<file path="config.mk">
export PLATFORM = sky130hd
export DESIGN_NAME = pipeline_hazard_ctrl_flat
export DESIGN_NICKNAME = d
export VERILOG_FILES = /design/src/rtl/pipeline_hazard_ctrl_if.sv /design/src/rtl/pipeline_hazard_ctrl.sv /design/src/flat_wrapper.sv
export SDC_FILE = /design/constraint.sdc
export NUM_CORES = 1
export LEC_CHECK = 0
export CAP_MARGIN = 20
export CORE_MARGIN = 3
export CORE_UTILIZATION = 38
export DETAILED_ROUTE_END_ITERATION = 8
export PLACE_DENSITY = 0.79
export SKIP_LAST_GASP = 1
export SLEW_MARGIN = 0
export SYNTH_ARGS = -nofsm -noshare
export SYNTH_HDL_FRONTEND = slang
export SYNTH_SLANG_ARGS = --single-unit
</file>
<file path="constraint.sdc">
create_clock -name clk -period 1.85 [get_ports clk]
set_clock_uncertainty 0.2 [all_clocks]
set_input_delay 0.37 -clock clk [delete_from_list [all_inputs] [get_ports clk]]
set_output_delay 0.37 -clock clk [all_outputs]
set_load 0.05 [all_outputs]
</file>
<file path="src/rtl/pipeline_hazard_ctrl_if.sv">
// rtl/pipeline_hazard_ctrl_if.sv - hazard-detect inputs and stage-register controls (perf ports under HAZARD_PERF_CNT_EN)
interface pipeline_hazard_ctrl_if #(
    parameter int CNT_W = 32
);
    logic [4:0] id_rs1;
    logic [4:0] id_rs2;
    logic [4:0] idex_rd;
    logic       idex_memread;
    logic       exmem_mem_access;
    logic       exmem_branch_taken;
    logic       dmem_ready;

    logic       pc_write;
    logic       ifid_write;
    logic       ifid_flush;
    logic       idex_flush;
    logic       exmem_write;
    logic       exmem_flush;
    logic       memwb_flush;
    logic       hazard_err;

`ifdef HAZARD_PERF_CNT_EN
    logic [CNT_W-1:0] stall_cnt;
    logic [CNT_W-1:0] flush_cnt;

    // pipeline side: supplies hazard information, consumes controls
    modport master (
        output id_rs1, id_rs2, idex_rd, idex_memread,
               exmem_mem_access, exmem_branch_taken, dmem_ready,
        input  pc_write, ifid_write, ifid_flush, idex_flush,
               exmem_write, exmem_flush, memwb_flush, hazard_err,
               stall_cnt, flush_cnt
    );

    // controller side
    modport slave (
        input  id_rs1, id_rs2, idex_rd, idex_memread,
               exmem_mem_access, exmem_branch_taken, dmem_ready,
        output pc_write, ifid_write, ifid_flush, idex_flush,
               exmem_write, exmem_flush, memwb_flush, hazard_err,
               stall_cnt, flush_cnt
    );
`else
    logic unused_cnt_w;
    assign unused_cnt_w = 1'(CNT_W);

    // pipeline side: supplies hazard information, consumes controls
    modport master (
        output id_rs1, id_rs2, idex_rd, idex_memread,
               exmem_mem_access, exmem_branch_taken, dmem_ready,
        input  pc_write, ifid_write, ifid_flush, idex_flush,
               exmem_write, exmem_flush, memwb_flush, hazard_err
    );

    // controller side
    modport slave (
        input  id_rs1, id_rs2, idex_rd, idex_memread,
               exmem_mem_access, exmem_branch_taken, dmem_ready,
        output pc_write, ifid_write, ifid_flush, idex_flush,
               exmem_write, exmem_flush, memwb_flush, hazard_err
    );
`endif
endinterface

</file>
<file path="src/rtl/pipeline_hazard_ctrl.sv">
// rtl/pipeline_hazard_ctrl.sv - stall/flush sequencer for the 5-stage pipeline (optional perf counters: HAZARD_PERF_CNT_EN)
module pipeline_hazard_ctrl #(
    parameter int MAX_WAIT = 16,
    parameter int CNT_W    = 32
) (
    input  logic                   clk,
    input  logic                   reset,
    pipeline_hazard_ctrl_if.slave  hz
);
    localparam int WCW = $clog2(MAX_WAIT + 1);
    localparam logic [WCW-1:0] MAX_CNT = WCW'(MAX_WAIT);

    typedef enum logic [1:0] {
        RUN      = 2'd0,
        MEM_WAIT = 2'd1,
        ERR      = 2'd2
    } state_t;

    state_t         state;
    logic [WCW-1:0] wait_cnt;
    logic [WCW-1:0] next_cnt;
    logic           hazard_err_q;

    logic mem_wait;
    logic load_use;
    logic pc_write_c, ifid_write_c, ifid_flush_c, idex_flush_c;
    logic exmem_write_c, exmem_flush_c, memwb_flush_c;
    logic branch_flush_c;

    assign mem_wait = hz.exmem_mem_access & ~hz.dmem_ready;
    assign load_use = hz.idex_memread && (hz.idex_rd != 5'd0) &&
                      ((hz.idex_rd == hz.id_rs1) || (hz.idex_rd == hz.id_rs2));
    assign next_cnt = WCW'(wait_cnt + 1'b1);

    // Mealy control decode: reset/ERR > memory wait > branch flush > load-use
    always_comb begin
        pc_write_c     = 1'b1;
        ifid_write_c   = 1'b1;
        ifid_flush_c   = 1'b0;
        idex_flush_c   = 1'b0;
        exmem_write_c  = 1'b1;
        exmem_flush_c  = 1'b0;
        memwb_flush_c  = 1'b0;
        branch_flush_c = 1'b0;
        if (reset || state == ERR) begin
            pc_write_c    = 1'b0;
            ifid_write_c  = 1'b0;
            exmem_write_c = 1'b0;
            ifid_flush_c  = 1'b1;
            idex_flush_c  = 1'b1;
            exmem_flush_c = 1'b1;
            memwb_flush_c = 1'b1;
        end else if (mem_wait) begin
            // freeze everything up to EX/MEM; a deferred branch stays latched in EX/MEM
            pc_write_c    = 1'b0;
            ifid_write_c  = 1'b0;
            exmem_write_c = 1'b0;
            memwb_flush_c = 1'b1;
        end else if (hz.exmem_branch_taken) begin
            // squashes the load-use consumer too, so no stall is needed
            ifid_flush_c   = 1'b1;
            idex_flush_c   = 1'b1;
            exmem_flush_c  = 1'b1;
            branch_flush_c = 1'b1;
        end else if (load_use) begin
            pc_write_c   = 1'b0;
            ifid_write_c = 1'b0;
            idex_flush_c = 1'b1;
        end
    end

    assign hz.pc_write    = pc_write_c;
    assign hz.ifid_write  = ifid_write_c;
    assign hz.ifid_flush  = ifid_flush_c;
    assign hz.idex_flush  = idex_flush_c;
    assign hz.exmem_write = exmem_write_c;
    assign hz.exmem_flush = exmem_flush_c;
    assign hz.memwb_flush = memwb_flush_c;
    assign hz.hazard_err  = hazard_err_q;

    // state, watchdog counter and sticky error
    always_ff @(posedge clk or posedge reset) begin
        if (reset) begin
            state        <= RUN;
            wait_cnt     <= '0;
            hazard_err_q <= 1'b0;
        end else begin
            case (state)
                RUN, MEM_WAIT: begin
                    if (mem_wait) begin
                        wait_cnt <= next_cnt;
                        if (next_cnt == MAX_CNT) begin
                            state        <= ERR;
                            hazard_err_q <= 1'b1;
                        end else begin
                            state <= MEM_WAIT;
                        end
                    end else begin
                        state    <= RUN;
                        wait_cnt <= '0;
                    end
                end
                default: begin
                    state <= ERR;
                end
            endcase
        end
    end

`ifdef HAZARD_PERF_CNT_EN
    logic [CNT_W-1:0] stall_cnt_q;
    logic [CNT_W-1:0] flush_cnt_q;

    // saturating stall/flush counters, frozen once in ERR
    always_ff @(posedge clk or posedge reset) begin
        if (reset) begin
            stall_cnt_q <= '0;
            flush_cnt_q <= '0;
        end else if (state != ERR) begin
            if (!pc_write_c && stall_cnt_q != {CNT_W{1'b1}})
                stall_cnt_q <= stall_cnt_q + 1'b1;
            if (branch_flush_c && flush_cnt_q != {CNT_W{1'b1}})
                flush_cnt_q <= flush_cnt_q + 1'b1;
        end
    end

    assign hz.stall_cnt = stall_cnt_q;
    assign hz.flush_cnt = flush_cnt_q;
`else
    logic unused_cnt_w;
    assign unused_cnt_w = 1'(CNT_W);
`endif
endmodule

</file>
<file path="src/flat_wrapper.sv">
// flat-port wrapper written by rule: the top's interface ports become plain ports
module pipeline_hazard_ctrl_flat 
#(
    parameter int MAX_WAIT = 16,
    parameter int CNT_W    = 32
)
  (clk, reset, hz_id_rs1, hz_id_rs2, hz_idex_rd, hz_idex_memread, hz_exmem_mem_access, hz_exmem_branch_taken, hz_dmem_ready, hz_pc_write, hz_ifid_write, hz_ifid_flush, hz_idex_flush, hz_exmem_write, hz_exmem_flush, hz_memwb_flush, hz_hazard_err);
  pipeline_hazard_ctrl_if #(.CNT_W(CNT_W)) hz_i ();
  input  logic clk;
  input  logic reset;
  input wire logic [$bits(hz_i.id_rs1)-1:0] hz_id_rs1;
  input wire logic [$bits(hz_i.id_rs2)-1:0] hz_id_rs2;
  input wire logic [$bits(hz_i.idex_rd)-1:0] hz_idex_rd;
  input wire logic [$bits(hz_i.idex_memread)-1:0] hz_idex_memread;
  input wire logic [$bits(hz_i.exmem_mem_access)-1:0] hz_exmem_mem_access;
  input wire logic [$bits(hz_i.exmem_branch_taken)-1:0] hz_exmem_branch_taken;
  input wire logic [$bits(hz_i.dmem_ready)-1:0] hz_dmem_ready;
  output wire logic [$bits(hz_i.pc_write)-1:0] hz_pc_write;
  output wire logic [$bits(hz_i.ifid_write)-1:0] hz_ifid_write;
  output wire logic [$bits(hz_i.ifid_flush)-1:0] hz_ifid_flush;
  output wire logic [$bits(hz_i.idex_flush)-1:0] hz_idex_flush;
  output wire logic [$bits(hz_i.exmem_write)-1:0] hz_exmem_write;
  output wire logic [$bits(hz_i.exmem_flush)-1:0] hz_exmem_flush;
  output wire logic [$bits(hz_i.memwb_flush)-1:0] hz_memwb_flush;
  output wire logic [$bits(hz_i.hazard_err)-1:0] hz_hazard_err;
  assign hz_i.id_rs1 = hz_id_rs1;
  assign hz_i.id_rs2 = hz_id_rs2;
  assign hz_i.idex_rd = hz_idex_rd;
  assign hz_i.idex_memread = hz_idex_memread;
  assign hz_i.exmem_mem_access = hz_exmem_mem_access;
  assign hz_i.exmem_branch_taken = hz_exmem_branch_taken;
  assign hz_i.dmem_ready = hz_dmem_ready;
  assign hz_pc_write = hz_i.pc_write;
  assign hz_ifid_write = hz_i.ifid_write;
  assign hz_ifid_flush = hz_i.ifid_flush;
  assign hz_idex_flush = hz_i.idex_flush;
  assign hz_exmem_write = hz_i.exmem_write;
  assign hz_exmem_flush = hz_i.exmem_flush;
  assign hz_memwb_flush = hz_i.memwb_flush;
  assign hz_hazard_err = hz_i.hazard_err;
  pipeline_hazard_ctrl #(.MAX_WAIT(MAX_WAIT), .CNT_W(CNT_W)) u_core (.clk(clk), .reset(reset), .hz(hz_i));
endmodule
</file>
==> results of run 1 <==
-- cells in the mapped netlist, drive strengths merged --
cell type	count
inv	4
o21ai	8
nor2	5
a31oi	2
buf	2
a21o	2
a22oi	1
nand2	9
nand4	1
nand3	1
ha	1
nand2b	2
a21oi	2
or4	1
clkbuf	1
nor3	2
or3	1
nor2b	1
o41ai	1
o311ai	1
o311a	1
xor2	10
dfrtp	8
-- worst reg2reg max path, delay by kind of cell, from the launching register on --
| family | cells | cell delay (ps) |
|---|---|---|
| fa+ha+maj | 1 | 270 |
| compound gates | 3 | 500 |
| flops | 1 | 470 |
-- power by group through the flow --
stage                     logic [mW]  registers, mW  clock network, mW
after detailed placement       0.218          0.185                  0
after global placement         0.214          0.184                  0
final                          0.220          0.182              0.143
after CTS                      0.214          0.182              0.146
after global routing           0.232          0.182              0.156
after floorplan               0.0999          0.184                  0
-- kinds of logic after synthesis --
group                    count (synthesis)
AO/OA/AOI/OAI                           18
adder cells (fa/ha/maj)                  1
AND/OR/NAND/NOR                         23
flip-flops                               8
buffers and inverters                    7
XOR/XNOR                                10
-- layout make-up --
type                            count  share of cell area, %
Multi-Input combinational cell     52                   39.3
Tap cell                           15                   1.70
Timing Repair Buffer               39                   37.1
Sequential cell                     8                   18.2
Clock buffer                        3                   2.04
Inverter                            4                   1.70
-- per-layer routing --
layer	global-route usage, %	vias to the layer above	part of all wire [%]
li1	-	309	-
met1	22.8	314	40
met2	39.3	30	51
met3	6.91	8	5.3
met4	15.1	0	3.6
met5	0	-	0
-- through the flow --
| step | power (mW) | TNS, ps | hold slack [ps] | instance area [um^2] |
|---|---|---|---|---|
| floorplan | 0.284 | -545 | -14.3 | 638 |
| global placement | 0.398 | -2970 | 238 | 1060 |
| detailed placement | 0.403 | -3300 | 245 | 1060 |
| CTS | 0.542 | -971 | 22.7 | 1090 |
| global route | 0.570 | -1060 | 45.7 | 1100 |
| finish | 0.545 | -903 | 16.1 | 1100 |
-- repair_timing --
item / in CTS / in global routing
pin swaps: 11 / 7
resized for setup: 42 / 12
endpoints found under the setup margin: 7 / 6
-- flip-flops by register name (all words and copies together), names as in the netlist --
signal,count
u_core.hz.hazard_err,1
u_core.state,2
u_core.wait_cnt,5
-- how the worst min path moves through the flow --
stage,cells after the start,slack (ps),startpoint,end
2_1_floorplan,1,-10,reset,u_core.hz.hazard_err$_DFFE_PP0P_
3_3_place_gp,1,240,u_core.hz.hazard_err$_DFFE_PP0P_,u_core.hz.hazard_err$_DFFE_PP0P_
3_5_place_dp,1,250,u_core.hz.hazard_err$_DFFE_PP0P_,u_core.hz.hazard_err$_DFFE_PP0P_
4_1_cts,2,20,reset,u_core.wait_cnt[0]$_DFFE_PP0N_
5_1_grt,2,50,reset,u_core.state[0]$_DFF_PP0_
6_report,2,20,reset,u_core.state[0]$_DFF_PP0_
==> run metrics, run 1 <==
most frequent cells in the layout=buf_4, xor2_1, dlygate4sd2_1, dfrtp_1; drt wl/cell=16.5 um; die width=44.5 um; Max Fclk=466 MHz; post-synthesis cell type count=25; Yosys top cell by area=dfrtp_1; worst r2r dst=u_core.wait_cnt[4]$_DFFE_PP0N_; clock power share=26.2%; Int Power=363 uW; initial antenna violation count=0; NetSw=181 uW; Slew Limit Fails=0; Worst-path clk slew=60 ps; RSZ-0062 raised after global routing=yes; reg2reg path depth=4; first-pass GRT wire length=3100 um; fill count=84; Ys Warns=0; Cells after Synth=67; Syn Nets=89; H-tree depth=1; final wirelength=1990 um; DRC violations left=0; crit-path cells=clkdlybuf4s15_1, xor2_1, nor3_2, a22oi_2, o311a_4, buf_12; synth top area cells=dfrtp_1, xor2_1, o21ai_0; area grow syn2layout=95.3%; HP Class=primary input to async pin; Worst Setup Start Kind=primary input; TritonCTS clock tree=yes; cell count along the critical path=6; # IOs=29; area of the core=1350 um^2; CP arrival=1580 ps; CP delay by family, top=compound AO/OA/AOI/OAI gates; Post CTS Setup Buffer Count=0; worst vdd rail ir drop=325 uV; largest net degree at the start of global routing=10; Reg2Reg Setup Slack=290 ps; commonest non-fill, non-tap cell in the layout=buf_4; Layout Utilization=81.6%; sequential cell area=200 um^2; Clock Sinks=8; Post-CTS Hold Fix Bufs=0; Logic pwr share=40.3%; Mapped Area=564 um^2; status=complete, but fails checks; total global routing track utilization=22.6%; Synth Area in Compound Gates=21.3%; mux cell area share after synthesis=0%; Setup WS post-layout=-296 ps; Least-Margin Pin Slew=301 ps; syn avg cell area=8.42 um^2; Worst setup EP type=output pin; top-area cell type share of the netlist area=35.5%; diode count=0; CTS Root Buffer Type=clkbuf_4; Final GP Congestion=0.887; largest family of logic cells by synthesized area=compound AO/OA/AOI/OAI gates; Vias=661; worst-case headroom to the max-slew limit=79.9%; TritonCTS Buffers=3; crit-path max cell delay=400 ps; TritonRoute pass-1 iters=3; crit path kind=primary input to output pin; vias in the first global route=659; Final Hold Viols=0; GRT overflow=0; Tmin final=2150 ps; Post-Synth Simple-Gate Area=19.5%; non-filler cells, final=121; DRT iter0 DRCs=12; sequential share of power=33.5%; Final HPWL DP=1500 um; register area share after synthesis=35.5%; Setup crit end=hz_ifid_write; Pwr Density=494 nW/um^2; vias per cell=5.46; Multi-input gate area=433 um^2; P_leak=0.519 nW; CP Launch Point=hz_id_rs1[0]; worst slack, placed=-707 ps; DP Cell Count=118; CP required=1280 ps; violated checks=setup timing; Setup-failing EPs final=4; worst-skew pair later-pin latency=280 ps; layout cells sized above 1=42.5%; Core Rows=13; adder-cell share of the synthesized area=2.22%; Starting Density=41.8%; # port buffers=28; switching share of power=33.3%; Antenna Nets Post-Route=0; DIE AREA=1980 um^2; Crit path buffers/inverters=2; CTS max path bufs=2; period utilization=116%; slowest CP cell=o311a_4; height of the chip=44.5 um; Max-cap violations=0; Reg-to-Reg Start=u_core.wait_cnt[0]$_DFFE_PP0N_; nets@finish=130; Yosys reg bits=8; Synth Area in XOR/XNOR=15.5%; crit path max fanout=2
Power figures use the tool's default switching activity.
==> inputs of run 2 (changes only) <==
Settings changed: CELL_PAD_IN_SITES_DETAIL_PLACEMENT set to 1, CELL_PAD_IN_SITES_GLOBAL_PLACEMENT set to 2, CORE_ASPECT_RATIO set to 1.75, CORE_UTILIZATION 38 to 20, PLACE_DENSITY 0.79 to 0.78.
==> run 2 against run 1 <==
  * The run still ends with setup timing left
  * Power is 14% higher
  * Register-to-register slack improved by 100 ps
  * Combinational power up 3%
  * Clock-buffer cell count did not move
  * Critical path depth decreased by 1
  * Fmax increased by 0.36%
  * Routed wire length grew 0.90%
  * Clock power up 48%
  * Sequential power hardly changed
  * Hold slack improved by 55 ps
  * Core utilization shrank 36 points
  * Sequential cell count is the same
  * Critical endpoint unchanged
  * Largest cell class is now non-clock buffers
  * Highest routed layer unchanged
==> run metrics, run 2 (same netlist as run 1, synthesis figures left out) <==
Clock Sinks=8 (unchanged); # IOs=29 (unchanged); layout cells sized above 1=42.6% (+0.14 points); largest net degree at the start of global routing=10 (unchanged); Antenna Nets Post-Route=0 (unchanged); final wirelength=2010 um (+0.90%); DIE AREA=3520 um^2 (+77%); P_leak=0.540 nW (+4.1%); Reg-to-Reg Start=u_core.wait_cnt[0]$_DFFE_PP0N_; Pwr Total=621 uW (+14%); Setup WS post-layout=-288 ps (+7.60 ps); grt peak-use layer=met2; Layout Utilization=45.3% (-36 points); crit path max fanout=3 (+1); Final HPWL DP=1620 um (+8.1%); area grow syn2layout=108%; grt met1 use=12.7% (-10 points); cell count along the critical path=5 (-1); TritonCTS Buffers=3 (unchanged); CP required=1280 ps (about the same); most flop-heavy register=u_core.wait_cnt; vias in the first global route=720 (+9.3%); HP Class=primary input to async pin; initial antenna violation count=0 (unchanged); Logic pwr share=36.5% (-3.8 points); diode count=0 (unchanged); Final GP Congestion=0.771 (-13%); CP arrival=1570 ps (about the same); nets@finish=132 (+1.5%); Worst-path clk slew=40 ps (-20 ps); Pwr Density=530 nW/um^2 (+7.3%); met2 usage=21.7% (-18 points); DRT iter0 DRCs=3 (-9); Crit path buffers/inverters=2 (unchanged); Slew Limit Fails=0 (unchanged); GRT overflow=0 (unchanged); Worst setup EP type=output pin; Setup-failing EPs final=3 (-1); violated checks=setup timing; total global routing track utilization=12.5% (-10 points); Core Rows=24 (+11); CTS max path bufs=2 (unchanged); switching share of power=29.7% (-3.5 points); fill count=291 (+250%); non-filler cells, final=134 (+11%); Multi-input gate area=438 um^2 (+1.2%); Max Fclk=468 MHz (+0.36%); period utilization=116% (-0.41 points); worst slack, placed=-698 ps (+9.04 ps); Max-cap violations=0 (unchanged); Int Power=436 uW (+20%); TritonRoute pass-1 iters=3 (unchanged); Post-CTS Hold Fix Bufs=0 (unchanged); commonest non-fill, non-tap cell in the layout=buf_4; Reg2Reg Setup Slack=390 ps (+100 ps); DRC violations left=0 (unchanged); GR Util met3=2.60% (-4.3 points); slowest CP cell=or4_4; placed instance area=1060 um^2 (-0.12%); H-tree depth=1 (unchanged); Worst Setup Start Kind=primary input; area of the core=2580 um^2 (+91%); worst-skew pair later-pin latency=230 ps (-50 ps); Final Hold Viols=0 (unchanged); crit-path cells=buf_8, or4_4, o21ai_4, o311a_4, buf_12; status=complete, but fails checks; CP delay by family, top=simple AND/OR/NAND/NOR gates; vias per cell=4.76 (-13%); reg2reg path depth=4 (unchanged); Tmin final=2140 ps (-7.60 ps); crit path kind=primary input to output pin; final setup TNS=-847 ps (+55.8 ps); die width=46.2 um (+3.6%); worst r2r dst=u_core.hz.hazard_err$_DFFE_PP0P_; most frequent cells in the layout=buf_4, xor2_1, dfrtp_1; Least-Margin Pin Slew=319 ps (+18.3 ps); Starting Density=21.9% (-20 points); NetSw=185 uW (+1.9%); height of the chip=76.3 um (+71%); worst vdd rail ir drop=400 uV (+23%); Largest register FFs=5 (unchanged); hold_ws=71.0 ps (+54.9 ps); CTS Root Buffer Type=clkbuf_8; drt wl/cell=15.0 um (-8.9%); TritonCTS clock tree=yes; DP Cell Count=127 (+7.6%); # port buffers=28 (unchanged); sequential cell area=200 um^2 (unchanged); Design Area, Final=1170 um^2 (+6.2%); crit-path max cell delay=540 ps (+140 ps); first-pass GRT wire length=3240 um (+4.5%); RSZ-0062 raised after global routing=yes; clock power share=34.1% (+7.9 points); worst-case headroom to the max-slew limit=78.7% (-1.2 points); sequential share of power=29.4% (-4.1 points); Vias=638 (-3.5%)
==> run 2: repair_timing <==
action / in CTS / in global routing
setup endpoints to repair: 7 / 4
buffers inserted: 4 / 0
pin swaps: 11 / 3
resized for setup: 46 / 13
==> run 2: worst max-delay path by stage <==
| stage | start | to | slack, ps |
|---|---|---|---|
| after global routing | hz_id_rs1[1] | hz_ifid_write | -310 |
| after floorplan | hz_idex_rd[1] | hz_pc_write | -290 |
| after detailed placement | hz_idex_rd[2] | hz_ifid_write | -700 |
| final | hz_idex_rd[2] | hz_ifid_write | -290 |
| after CTS | hz_idex_rd[4] | hz_ifid_write | -320 |
| after global placement | hz_idex_rd[1] | hz_idex_flush | -690 |
==> run 2: cell type report <==
| cell class | instances | area share (%) |
|---|---|---|
| tap | 26 | 2.78 |
| inverter | 4 | 1.60 |
| multi-input combinational | 52 | 37.4 |
| clock buffer | 3 | 3.53 |
| sequential | 8 | 17.1 |
| timing repair buffer | 41 | 37.6 |
==> run 2: worst reg2reg max path, cell delays in order (launching register included) <==
cell and delay (ps):
dfrtp_1 430, nand2_1 110, or3_1 340, a21oi_2 200, a21o_1 140
==> run 2: power groups by stage <==
stage	combinational, mW	clock, mW	sequential [mW]
5_1_grt	0.241	0.229	0.183
4_1_cts	0.220	0.224	0.183
3_3_place_gp	0.213	0	0.184
6_report	0.227	0.212	0.182
2_1_floorplan	0.0999	0	0.184
3_5_place_dp	0.217	0	0.185
==> run 2: layer usage <==
metal  wire length, um  part of all wire, %
met3               172                  8.6
met2              1120                   56
met5                 0                    0
met1               674                   34
met4                45                  2.2
==> inputs of run 3 (changes only) <==
Settings changed: CTS_CLUSTER_DIAMETER set to 120.
==> results of run 3 <==
Final layout, timing and power as in run 2 (identical DEF).
